## config.mk

```make
export PLATFORM = sky130hd
export DESIGN_NAME = if_fetch_stage_flat
export DESIGN_NICKNAME = d
export VERILOG_FILES = /design/src/rtl/if_fetch_stage_pkg.sv /design/src/rtl/if_fetch_stage_if.sv /design/src/rtl/if_fetch_stage_if_id_reg.sv /design/src/rtl/if_fetch_stage.sv /design/src/flat_wrapper.sv
export SDC_FILE = /design/constraint.sdc
export NUM_CORES = 1
export LEC_CHECK = 0
export ABC_CLOCK_PERIOD_IN_PS = 5300
export BUFFER_PORTS_ARGS = -buffer_cell sky130_fd_sc_hd__buf_2
export CAP_MARGIN = 25
export CORE_MARGIN = 2
export CORE_UTILIZATION = 30
export DETAILED_ROUTE_END_ITERATION = 8
export PLACE_DENSITY_LB_ADDON = 0.2
export SKIP_CTS_REPAIR_TIMING = 1
export SLEW_MARGIN = 20
export SYNTH_ARGS = -nofsm -noshare
export SYNTH_HDL_FRONTEND = slang
export SYNTH_SLANG_ARGS = --single-unit
```

## constraint.sdc

```tcl
create_clock -name clk -period 5.3 [get_ports clk]
set_input_delay 0.53 -clock clk [delete_from_list [all_inputs] [get_ports clk]]
set_output_delay 0.53 -clock clk [all_outputs]
set_load 0.02 [all_outputs]
```

## src/rtl/if_fetch_stage_pkg.sv

```systemverilog
// if_fetch_stage_pkg: shared FSM encoding, reset constants and helpers for the fetch stage
package if_fetch_stage_pkg;
  typedef enum logic [1:0] {
    S_RST   = 2'd0,
    S_FETCH = 2'd1,
    S_BUF   = 2'd2
  } state_t;
  localparam logic [31:0] RESET_PC_DEF  = 32'h0000_3000;
  localparam logic [31:0] NOP_INSTR_DEF = 32'h0000_0000;
  function automatic logic [31:0] word_addr(input logic [31:0] a);
    return a & ~32'h3;
  endfunction
endpackage

```

## src/rtl/if_fetch_stage_if.sv

```systemverilog
// if_fetch_stage_if: instruction-memory request/response bus
//   req   fetch request valid (master -> slave)
//   addr  word-aligned fetch address (master -> slave)
//   ready rdata valid for the current request (slave -> master)
//   rdata fetched instruction word (slave -> master)
interface if_fetch_stage_if;
  logic        req;
  logic [31:0] addr;
  logic        ready;
  logic [31:0] rdata;
  modport master(output req, addr, input ready, rdata);
  modport slave(input req, addr, output ready, rdata);
endinterface

```

## src/rtl/if_fetch_stage_if_id_reg.sv

```systemverilog
// if_fetch_stage_if_id_reg: IF/ID pipeline register with load / hold / bubble control
//   clk, reset_n        clock, async active-low reset
//   load                capture instr_i/pc_i/pc8_i/adel_i as a valid instruction
//   bubble              insert NOP_INSTR with valid=0 (takes priority over load)
//   id_*                registered IF/ID contents; hold when neither load nor bubble
module if_fetch_stage_if_id_reg #(
  parameter logic [31:0] NOP_INSTR = 32'h0000_0000
) (
  input  logic        clk,
  input  logic        reset_n,
  input  logic        load,
  input  logic        bubble,
  input  logic [31:0] instr_i,
  input  logic [31:0] pc_i,
  input  logic [31:0] pc8_i,
  input  logic        adel_i,
  output logic [31:0] id_instr,
  output logic [31:0] id_pc,
  output logic [31:0] id_pc8,
  output logic        id_valid,
  output logic        id_adel
);
  always_ff @(posedge clk or negedge reset_n)
    if (!reset_n) begin
      id_instr <= NOP_INSTR;
      id_pc    <= '0;
      id_pc8   <= '0;
      id_valid <= 1'b0;
      id_adel  <= 1'b0;
    end else if (bubble) begin
      id_instr <= NOP_INSTR;
      id_pc    <= '0;
      id_pc8   <= '0;
      id_valid <= 1'b0;
      id_adel  <= 1'b0;
    end else if (load) begin
      id_instr <= instr_i;
      id_pc    <= pc_i;
      id_pc8   <= pc8_i;
      id_valid <= 1'b1;
      id_adel  <= adel_i;
    end
endmodule

```

## src/rtl/if_fetch_stage.sv

```systemverilog
// if_fetch_stage: MIPS instruction-fetch stage (PC register, imem fetch FSM, fetch buffer, IF/ID)
//   clk, reset_n   clock, async active-low reset
//   npc_i          selected next PC; loaded into pc whenever an instruction enters IF/ID
//   stall_i        hold PC and IF/ID
//   flush_i        bubble IF/ID, drop fetch buffer, refetch at pc (only with IF_FLUSH_EN)
//   pc_o, pc4_o    current fetch PC and PC+4 (mod 2^32)
//   imem           instruction-memory master port
//   id_*           IF/ID register outputs (instr, pc, pc+8 link value, valid, misaligned flag)
// Build option: define IF_FLUSH_EN to enable flush_i.
module if_fetch_stage
  import if_fetch_stage_pkg::*;
#(
  parameter logic [31:0] RESET_PC  = RESET_PC_DEF,
  parameter logic [31:0] NOP_INSTR = NOP_INSTR_DEF
) (
  input  logic                   clk,
  input  logic                   reset_n,
  input  logic [31:0]            npc_i,
  input  logic                   stall_i,
  input  logic                   flush_i,
  output logic [31:0]            pc_o,
  output logic [31:0]            pc4_o,
  if_fetch_stage_if.master       imem,
  output logic [31:0]            id_instr,
  output logic [31:0]            id_pc,
  output logic [31:0]            id_pc8,
  output logic                   id_valid,
  output logic                   id_adel
);
  state_t      state, state_n;
  logic [31:0] pc, buf_q;
  logic        req_q, flush, fetch_hit, take, hold_buf, bubble, adel;
`ifdef IF_FLUSH_EN
  assign flush = flush_i;
`else
  logic unused_flush;
  assign unused_flush = flush_i;
  assign flush = 1'b0;
`endif
  // take: an instruction (fresh or buffered) enters IF/ID and pc advances to npc_i.
  // hold_buf: a word arrived while decode stalls; park it so it is not lost.
  always_comb begin
    adel      = pc[1:0] != 2'b00;
    fetch_hit = state == S_FETCH && imem.ready;
    take      = !flush && !stall_i && (fetch_hit || state == S_BUF);
    hold_buf  = !flush && stall_i && fetch_hit;
    bubble    = flush || (state == S_FETCH && !imem.ready && !stall_i);
    state_n   = state == S_RST ? S_FETCH :
                hold_buf ? S_BUF :
                (state == S_BUF && (flush || !stall_i)) ? S_FETCH : state;
  end
  // req is registered off the next state so it is glitch-free and low through reset and S_RST.
  always_ff @(posedge clk or negedge reset_n)
    if (!reset_n) begin
      state <= S_RST;
      req_q <= 1'b0;
      pc    <= RESET_PC;
      buf_q <= '0;
    end else begin
      state <= state_n;
      req_q <= state_n == S_FETCH;
      if (take) pc <= npc_i;
      if (hold_buf) buf_q <= imem.rdata;
    end
  assign pc_o      = pc;
  assign pc4_o     = pc + 32'd4;
  assign imem.req  = req_q;
  assign imem.addr = word_addr(pc);
  if_fetch_stage_if_id_reg #(.NOP_INSTR(NOP_INSTR)) u_if_id (
    .clk      (clk),
    .reset_n  (reset_n),
    .load     (take),
    .bubble   (bubble),
    .instr_i  (adel ? NOP_INSTR : state == S_BUF ? buf_q : imem.rdata),
    .pc_i     (pc),
    .pc8_i    (pc + 32'd8),
    .adel_i   (adel),
    .id_instr (id_instr),
    .id_pc    (id_pc),
    .id_pc8   (id_pc8),
    .id_valid (id_valid),
    .id_adel  (id_adel)
  );
endmodule
```

## src/flat_wrapper.sv

```systemverilog
// flat-port wrapper written by rule: the top's interface ports become plain ports
module if_fetch_stage_flat import if_fetch_stage_pkg::*;
#(
  parameter logic [31:0] RESET_PC  = RESET_PC_DEF,
  parameter logic [31:0] NOP_INSTR = NOP_INSTR_DEF
)
  (clk, reset_n, npc_i, stall_i, flush_i, pc_o, pc4_o, id_instr, id_pc, id_pc8, id_valid, id_adel, imem_req, imem_addr, imem_ready, imem_rdata);
  if_fetch_stage_if imem_i ();
  input  logic clk;
  input  logic reset_n;
  input  logic [31:0] npc_i;
  input  logic stall_i;
  input  logic flush_i;
  output logic [31:0] pc_o;
  output logic [31:0] pc4_o;
  output logic [31:0] id_instr;
  output logic [31:0] id_pc;
  output logic [31:0] id_pc8;
  output logic id_valid;
  output logic id_adel;
  output wire logic [$bits(imem_i.req)-1:0] imem_req;
  output wire logic [$bits(imem_i.addr)-1:0] imem_addr;
  input wire logic [$bits(imem_i.ready)-1:0] imem_ready;
  input wire logic [$bits(imem_i.rdata)-1:0] imem_rdata;
  assign imem_req = imem_i.req;
  assign imem_addr = imem_i.addr;
  assign imem_i.ready = imem_ready;
  assign imem_i.rdata = imem_rdata;
  if_fetch_stage #(.RESET_PC(RESET_PC), .NOP_INSTR(NOP_INSTR)) u_core (.clk(clk), .reset_n(reset_n), .npc_i(npc_i), .stall_i(stall_i), .flush_i(flush_i), .pc_o(pc_o), .pc4_o(pc4_o), .imem(imem_i), .id_instr(id_instr), .id_pc(id_pc), .id_pc8(id_pc8), .id_valid(id_valid), .id_adel(id_adel));
endmodule
```

==> flow_metrics.env <==
export IMPL_outcome="finished clean"
export IMPL_swShare_pct=44.51
export IMPL_clockBufferDepth=2
export IMPL_clock_skew_final_ns=0.01182
export IMPL_dp_slack_ns=2.104
export IMPL_htreeDepth=4
export IMPL_ff2ff_setup_slack_ns=2.71
export IMPL_syn_inst=814
export IMPL_period_share_pct=62.97
export IMPL_ios=264
export IMPL_seq_area_frac_synth_pct=51.89
export IMPL_avgRoutedWirePerCell_um=17.84
export IMPL_antenna_found_initial=1
export IMPL_drc=0
export IMPL_seqPwrFrac_pct=37.6
export IMPL_finalSetupViolCount=0
export IMPL_cap_viol_max_count=0
export IMPL_max_stage_delay_ns=0.49
export IMPL_ir_worst_vdd_v=0.0002523
export IMPL_ys_seq_elements=162
export IMPL_clock_sinks=162
export IMPL_io_buffers=260
export IMPL_slew_headroom_pct=43.89
export IMPL_cts_tree="done"
export IMPL_rows=59
export IMPL_reg2reg_depth=5
export IMPL_path_cells="ha_1 > nand3_1 > nor3_1 > clkbuf_2 > nand4_1 > xnor2_1 > buf_2"
export IMPL_clk_pin_slew_ns=0.07
export IMPL_synth_enable_flop_cells=0
export IMPL_core_area_um2=25840
export IMPL_p_leak_nw=4.811
export IMPL_gr_total_overflow=0
export IMPL_power_density_nw_per_um2=644.5
export IMPL_finalMaxSlewViolations=0
export IMPL_synth_flop_cell="dfrtp_1"
export IMPL_final_cell_area_um2=9772
export IMPL_fin_util_pct=37.82
export IMPL_syn2layout_area_growth_pct=25.00
export IMPL_grt_use_total_pct=17.67
export IMPL_grt_max_degree=85
export IMPL_cts_buffers=17
export IMPL_reg2reg_to="u_core.u_if_id.id_pc8[29]"
export IMPL_fmax_mhz=299.6
export IMPL_critPathLaunchType="flop"
export IMPL_crit_fanout=8
export IMPL_ys_types=46
export IMPL_fin_ws_ns=1.963
export IMPL_clkPwrFrac_pct=21.3
export IMPL_avgSynthCellArea_um2=9.604
export IMPL_p_switching_mw=2.803
export IMPL_async_flop_share_pct=100.0
export IMPL_num_vias=6401
export IMPL_worstReg2RegStart="u_core.state[1]"
export IMPL_via_per_inst=4.717
export IMPL_period_needed_ns=3.337
export IMPL_drtAntennaViolNets=0
export IMPL_hold_class="in -> async"
export IMPL_drive_gt1_share_pct=34.25
export IMPL_pwr_share_comb_pct=41.1
export IMPL_first_iter_violations=370
export IMPL_hold_viol=0
export IMPL_grt_first_pass_wirelength_um=36800
export IMPL_die_h_um=165.4
export IMPL_tightest_slew_ns=0.8398
export IMPL_fin_nets=1080
export IMPL_dp_hpwl_um=16260
export IMPL_initial_utilization_pct=30.26
export IMPL_drt_first_pass_iters=4
export IMPL_antennaDiodeCount=0
export IMPL_internal_power_mw=3.495
export IMPL_setup_tns_ns=0
export IMPL_crit_arrival_ns=2.81
export IMPL_path_class="reg -> out"
export IMPL_syn_area_um2=7817
export IMPL_gp_congestion=0.7701
export IMPL_end_kind="output port"
export IMPL_insertion_delay_ns=0.42
export IMPL_wl_um=24210
export IMPL_slowest_stage="nor3_1"
export IMPL_cp_required_ns=4.77
export IMPL_rsz0062_at_grt="false"
export IMPL_die_w_um=165.4
export IMPL_yosys_warnings=0
export IMPL_place_area_um2=9134
export IMPL_die_area_um2=27370
export IMPL_grt_pass1_vias=6107
export IMPL_cts_root_buffer="clkbuf_16"
per-layer routing:
metal | share of wire (%) | GRT usage (%) | up-vias
met5 | 0.054 | 0 | -
met4 | 0.80 | 3.840 | 2
met3 | 7.1 | 4.970 | 14
met2 | 46 | 27.95 | 196
met1 | 46 | 24.16 | 3087
li1 | - | - | 3102
flip-flops by register name, indices dropped and copies added, names as in the netlist:
register	count
u_core.u_if_id.id_valid	1
u_core.pc_o	32
u_core.u_if_id.id_pc	32
u_core.u_if_id.id_adel	1
u_core.buf_q	32
u_core.imem.req	1
u_core.state	2
u_core.u_if_id.id_instr	32
u_core.u_if_id.id_pc8	29
cell families (layout without fill, tap and decap cells):
family / after synthesis / count (layout) / share of synthesized area [%]
AOI/OAI and AO/OA: 80 / 80 / 5.874
and+or+nand+nor: 360 / 360 / 21.27
muxes: 66 / 66 / 8.995
xor gates and xnor gates: 40 / 40 / 4.481
adders and majority gates: 2 / 2 / 0.3201
buffers and inverters: 103 / 310 / 7.122
other: 1 / 2 / 0.04797
DFF: 162 / 162 / 51.89
metrics by stage:
step | instances | total power, mW | hold WS, ns
after detailed placement | 1324 | 5.024 | 0.4640
after CTS | 1356 | 6.396 | 0.1973
after global placement | 1324 | 4.989 | 0.4560
final | 1357 | 6.298 | 0.1276
after global routing | 1357 | 6.740 | 0.1948
after floorplan | 815 | 4.136 | 0.2344
worst max-delay path by stage:
stage / start / depth (start not counted) / slack, ns / end
6_report: u_core.pc_o[4] / 7 / 1.96 / pc4_o[31]
5_1_grt: u_core.pc_o[4] / 7 / 1.72 / pc4_o[31]
4_1_cts: u_core.pc_o[4] / 6 / 1.64 / pc4_o[31]
3_5_place_dp: u_core.pc_o[4] / 6 / 2.10 / pc4_o[31]
3_3_place_gp: u_core.pc_o[4] / 6 / 2.17 / pc4_o[31]
2_1_floorplan: u_core.pc_o[12] / 6 / 2.56 / pc4_o[29]
cell usage in the layout (no fill, tap or decap), types with 4 or more instances in the layout:
master	instances
a21oi_1	7
and2_1	6
buf_2	259
buf_4	11
bufinv_16	4
clkbuf_16	17
dfrtp_1	160
inv_1	6
mux2_2	34
mux2i_1	32
nand2_1	219
nand3_1	54
nand4_1	17
nand4b_1	6
nor2_1	15
nor3_1	8
nor4_1	11
o211ai_1	10
o21ai_0	53
or4_1	5
xnor2_1	30
xor2_1	10
synthesized netlist by cell type, types with 3 or more instances:
master | instances | share of area [%]
or4_1 | 5 | 0.48
nand3_1 | 54 | 3.5
a211o_1 | 3 | 0.34
o211ai_1 | 10 | 0.96
xor2_1 | 10 | 1.1
o21ai_0 | 53 | 3.4
nor4_1 | 12 | 0.96
clkbuf_1 | 36 | 1.7
inv_1 | 6 | 0.29
mux2i_1 | 32 | 4.1
a21oi_1 | 8 | 0.51
nand4_1 | 17 | 1.4
and2_1 | 6 | 0.48
mux2_2 | 34 | 4.9
nand2_1 | 219 | 11
buf_1 | 9 | 0.43
nor2_1 | 15 | 0.72
xnor2_1 | 30 | 3.4
nor3_1 | 8 | 0.51
buf_2 | 9 | 0.58
buf_4 | 42 | 4.0
dfrtp_1 | 160 | 51
nand4b_1 | 6 | 0.67
or3_1 | 3 | 0.24
power groups by stage:
stage	logic [mW]	clock network (mW)	registers, mW
5_1_grt	2.83	1.44	2.47
2_1_floorplan	1.49	0	2.64
4_1_cts	2.63	1.38	2.38
6_report	2.59	1.34	2.37
3_5_place_dp	2.63	0	2.40
3_3_place_gp	2.61	0	2.38
worst max-delay path: cells and delay by family (launching register included):
family	cells	cell delay (ns)
XOR/XNOR	1	0.19
adder cells (fa/ha/maj)	1	0.30
flip-flops	1	0.48
buffers and inverters	2	0.48
AND/OR/NAND/NOR	3	0.93
area by class of cell:
class | count | area (µm²)
Timing Repair Buffer | 272 | 1395
Tap cell | 335 | 419.2
Clock inverter | 11 | 176.4
Inverter | 6 | 22.52
Multi-Input combinational cell | 550 | 3252
Sequential cell | 162 | 4056
Fill cell | 2701 | 16070
Clock buffer | 21 | 450.4
Power figures use the tool's default switching activity.
